[config.mk]
export PLATFORM = sky130hd
export DESIGN_NAME = ov7670_fb_writer
export DESIGN_NICKNAME = d
export VERILOG_FILES = /design/src/rtl/ov7670_fb_pkg.sv /design/src/rtl/ov7670_vsync_edge.sv /design/src/rtl/ov7670_fb_writer.sv
export SDC_FILE = /design/constraint.sdc
export NUM_CORES = 1
export LEC_CHECK = 0
export ABC_AREA = 1
export CORE_UTILIZATION = 42
export DETAILED_ROUTE_END_ITERATION = 6
export PLACE_DENSITY_LB_ADDON = 0.08
export RECOVER_POWER = 100
export SYNTH_ARGS = -nofsm -noshare
export SYNTH_HDL_FRONTEND = slang
export SYNTH_SLANG_ARGS = --single-unit
[constraint.sdc]
create_clock -name pclk -period 1.6 [get_ports pclk]
set_input_delay 0.4 -clock pclk [delete_from_list [all_inputs] [get_ports pclk]]
set_output_delay 0.4 -clock pclk [all_outputs]
set_load 0.05 [all_outputs]
[src/rtl/ov7670_fb_pkg.sv]
// ov7670_fb_pkg: shared FSM state type and default frame geometry for the OV7670 frame-buffer writer
package ov7670_fb_pkg;
  typedef enum logic [1:0] {WAIT_SYNC, CAPTURE, COMMIT} state_t;
  localparam int H_RES_DEF = 320;
  localparam int V_RES_DEF = 240;
  localparam int FRAME_PIX = H_RES_DEF * V_RES_DEF;
endpackage

[src/rtl/ov7670_vsync_edge.sv]
// ov7670_vsync_edge: registers v_sync once and flags its rising and falling edges
module ov7670_vsync_edge (
  input  logic pclk,
  input  logic reset,
  input  logic v_sync,
  output logic rise,
  output logic fall
);
  logic vs_d;
  always_ff @(posedge pclk or posedge reset)
    if (reset) vs_d <= 1'b0;
    else vs_d <= v_sync;
  assign rise = v_sync & ~vs_d;
  assign fall = ~v_sync & vs_d;
endmodule

[src/rtl/ov7670_fb_writer.sv]
// ov7670_fb_writer: double-buffered camera frame writer; commits a bank to the display only on a good frame.
// Define FB_FRAME_CHECK_EN to require a complete, in-range frame and expose the err_cnt port.
module ov7670_fb_writer
  import ov7670_fb_pkg::*;
#(
  parameter int H_RES  = H_RES_DEF,
  parameter int V_RES  = V_RES_DEF,
  parameter int DATA_W = 12
) (
  input  logic              pclk,
  input  logic              reset,
  input  logic              v_sync,
  input  logic              cap_we,
  input  logic [16:0]       cap_addr,
  input  logic [DATA_W-1:0] cap_data,
  input  logic              freeze,
  output logic              mem_we,
  output logic [17:0]       mem_addr,
  output logic [DATA_W-1:0] mem_data,
  output logic              disp_bank,
  output logic              frame_done,
  output logic [7:0]        frame_cnt
`ifdef FB_FRAME_CHECK_EN
  ,
  output logic [7:0]        err_cnt
`endif
);
  localparam logic [16:0] frame_pix = 17'(H_RES * V_RES);
  state_t      state;
  logic        rise, fall, wr_bank, oob, good, in_range, accept;
  logic [16:0] pix_cnt;
  ov7670_vsync_edge u_edge (
    .pclk   (pclk),
    .reset  (reset),
    .v_sync (v_sync),
    .rise   (rise),
    .fall   (fall)
  );
  assign in_range = cap_addr < frame_pix;
  assign accept   = cap_we & in_range;
`ifdef FB_FRAME_CHECK_EN
  assign good = (pix_cnt == frame_pix) & ~oob;
`else
  assign good = 1'b1;
`endif
  always_ff @(posedge pclk or posedge reset)
    if (reset) begin
      state      <= WAIT_SYNC;
      mem_we     <= 1'b0;
      mem_addr   <= '0;
      mem_data   <= '0;
      disp_bank  <= 1'b0;
      wr_bank    <= 1'b0;
      frame_done <= 1'b0;
      frame_cnt  <= '0;
      pix_cnt    <= '0;
      oob        <= 1'b0;
`ifdef FB_FRAME_CHECK_EN
      err_cnt    <= '0;
`endif
    end else begin
      mem_we     <= 1'b0;
      frame_done <= 1'b0;
      case (state)
        WAIT_SYNC:
          if (fall) begin
            state   <= CAPTURE;
            wr_bank <= ~disp_bank;
            pix_cnt <= '0;
            oob     <= 1'b0;
          end
        CAPTURE: begin
          mem_we   <= accept;
          mem_addr <= {wr_bank, cap_addr};
          mem_data <= cap_data;
          pix_cnt  <= (accept && pix_cnt != frame_pix) ? pix_cnt + 17'd1 : pix_cnt;
          oob      <= oob | (cap_we & ~in_range);
          state    <= rise ? COMMIT : CAPTURE;
        end
        COMMIT: begin
          state <= WAIT_SYNC;
          if (good && !freeze) begin
            disp_bank  <= wr_bank;
            frame_done <= 1'b1;
            frame_cnt  <= frame_cnt + 8'd1;
          end
`ifdef FB_FRAME_CHECK_EN
          if (!good && err_cnt != 8'hff) err_cnt <= err_cnt + 8'd1;
`endif
        end
        default: state <= WAIT_SYNC;
      endcase
    end
endmodule
==> impl_results.md <==
- Result of the run: completed
- Family with the most delay on the worst path: flip-flops
- Setup repair after global routing missed its margin: false
- Clk_skew: 0.006969 ns
- DRT antenna net count: 0
- Post-route minimum period: 1.431 ns
- Antenna violations before repair: 0
- Number of flops mapped to enable cells by yosys: 0
- Overflow left after global routing: 0
- Share of synthesized flip-flops with an asynchronous set or reset: 100.0%
- Final Wtd Congestion: 0.7420
- Proportion of synthesized chip area in sequential cells: 61.02%
- Die extent in x: 68.29 um
- Via count: 1573
- Cell breakdown of the critical path: clkbuf_2
- Fill cell count: 387
- Worst-path cell with the longest stage delay: sky130_fd_sc_hd__dfrtp_1
- Multi-input gate area in the final layout: 581.8 sq um
- Ranking of synthesized cells by area: sky130_fd_sc_hd__dfrtp_1, sky130_fd_sc_hd__nand2_1, sky130_fd_sc_hd__inv_1
- Data required time of the critical path: 1.20 ns
- Top achievable clock speed: 0.6989 GHz
- Number of global-route vias before repair: 1569
- # port buffers: 74
- Post-synthesis cell type with the largest combined area: sky130_fd_sc_hd__dfrtp_1
- Boundary pin count: 75
- Count of instances resized after the clock tree is built: 0
- Die area: 0.004663 sq mm
- Average wire length per cell after detail routing: 12.36 um
- Mean Syn Cell Area: 8.916 sq um
- Area growth from synthesis to final layout: 36.07%
- Crit Path Max Fanout: 5
- Number of buffers inserted by hold repair at cts: 0
- Antenna Cells: 0
- Cells after Synth: 207
- Starting DRT DRC Count: 62
- Flip-flop and latch count after synthesis: 45
- Worst skew pair latency: 0.29 ns
- Clock root buffer: sky130_fd_sc_hd__clkbuf_8
- Post-route total power: 5.077 mW
- Number of H-tree levels: 2
- CP peak stage delay: 0.43 ns
- Net count after synthesis: 242
- Number of buffers inserted to repair setup after CTS: 0
- Most common cell in the netlist: sky130_fd_sc_hd__nand2_1
- Layout net count: 321
- Number of pins exceeding their max-slew limit in the final report: 0
- VDD IR-drop max: 0.001086 V
- Static Leakage: 1.417 nW
- Slew of the pin with the lowest slew margin: 0.5892 ns
- Clock slew at reported path FFs: 0.08 ns
- CTS tree: yes
- Standard-cell row count: 23
- Startpoint type of the worst setup path: flip-flop
- Setup total negative slack: 0 ns
- Die Y: 68.29 um
- Storage element area: 0.001126 sq mm
- Worst hold path class: flip-flop to flip-flop
- Total global routing track utilization: 20.31%
- Detailed placer's ending HPWL: 3135 um
- Starting utilization of the core area: 44.85%
- Predominant post-synthesis flop cell: sky130_fd_sc_hd__dfrtp_1
- Number of distinct standard cells referenced by the synthesized netlist: 18
- Crit path arrival time: 1.03 ns
- Number of buffers inserted during clock tree synthesis: 5
- Pin count of the biggest net entering global routing: 46
- CTS sink count: 45
- DR vias/cell: 4.668
- Remaining routing DRC violations: 0
- Post-Synthesis Cell Area: 0.001846 sq mm
- First-pass iteration count of the detailed router: 4
- Final hold viol count: 0
- Proportion of layout cells with a drive suffix above 1: 19.16%
- Class of the most critical setup path: flip-flop to primary output
- CP endpoint kind: primary output
- Worst path bufs/invs: 1
- Share of the clock period used by the worst path after layout: 89.43%
- Core Footprint: 0.004115 sq mm
- Area share of the leading cell type in the synthesized netlist: 61.02%
- Synth warnings: 0
- Total of max-cap violations: 0
- Global-route wire length before repair: 6803 um
- Power Dens Cells: 2022 mW/mm^2
- Synth top cells by count: sky130_fd_sc_hd__nand2_1, sky130_fd_sc_hd__dfrtp_1, sky130_fd_sc_hd__inv_1, sky130_fd_sc_hd__nand3_1
- Max transition margin: 60.72%
- CTS max path bufs: 2
- Setup violations, final: 0
- Wire length after detailed routing: 4164 um
==> flip-flops by register name, indices dropped and copies added (netlist names) <==
name,cells
mem_addr,18
mem_data,12
frame_cnt,8
state,2
disp_bank,1
frame_done,1
mem_we,1
u_edge.vs_d,1
wr_bank,1
==> per-stage QoR <==
stage	setup slack (ns)	util (%)	cell area (sq um)	hold slack, ns	cells
floorplan	0.1406	-	1846	0.4314	207
global placement	0.1367	74.31	3058	0.4476	329
detailed placement	0.05103	74.31	3058	0.4625	329
CTS	0.2548	76.77	3159	0.4626	337
global route	0.1248	61.02	2511	0.4999	337
finish	0.1692	61.02	2511	0.4726	337
==> routing by layer <==
metal,up-vias,wire [um],share of wire [%],GRT usage (%)
li1,777,-,-,-
met3,5,324,7.8,7.167
met1,744,1690,41,21.99
met2,47,2102,50,36.64
met5,-,0,0,0
met4,0,47,1.1,6.250
==> cells in the final DEF (no fill, tap or decap), drive strengths merged <==
cell / n
dlymetal6s2s: 1
nor2: 8
dlygate4sd3: 2
clkinv: 2
clkdlybuf4s50: 31
dfrtp: 45
a21oi: 1
xor2: 4
nand2: 107
o21ai: 5
clkbuf: 51
nand3: 10
inv: 18
ha: 1
nor3: 1
==> kinds of logic after synthesis <==
logic type / synth area share (%)
adder cells (fa/ha/maj): 0.6779
AO/OA/AOI/OAI: 1.627
flip-flops: 61.02
AND/OR/NAND/NOR: 28.54
XOR/XNOR: 1.898
buffers and inverters: 6.237
==> where the power goes <==
group	internal, mW	switching [mW]	total (mW)	leakage [nW]
clock network	0.390	0.354	0.745	0.0542
registers	1.55	0.247	1.79	0.549
logic	0.532	2.01	2.54	0.814
total	2.47	2.61	5.08	1.42
==> layout make-up <==
class,count,area share [%]
well taps,50,2.491
clock buffers,7,3.837
inverters,19,2.840
multi-input cells,137,23.17
flip-flops and latches,45,44.84
repair buffers,78,22.62
clock inverters,1,0.1993
==> worst reg2reg max path: stages, from the launching register on <==
cell and delay [ns]:
sky130_fd_sc_hd__dfrtp_1 0.36, sky130_fd_sc_hd__inv_1 0.16, sky130_fd_sc_hd__nor2_1 0.10, sky130_fd_sc_hd__inv_2 0.43, sky130_fd_sc_hd__nand2_1 0.10, sky130_fd_sc_hd__o21ai_1 0.11
==> worst paths after layout <==
path | from | endpoint | slack (ns) | cells after the start
min | mem_addr[8] | mem_addr[8] | 0.47 | 2
max in group asynchronous | reset | mem_data[9] | 0.47 | 3
min reg2reg | mem_addr[8] | mem_addr[8] | 0.47 | 2
max | frame_cnt[3] | frame_cnt[3] | 0.17 | 1
max reg2reg | state[0] | mem_addr[12] | 0.27 | 5
min in group asynchronous | reset | mem_addr[10] | 0.73 | 3
No activity file was read; power rests on OpenSTA's default activity.
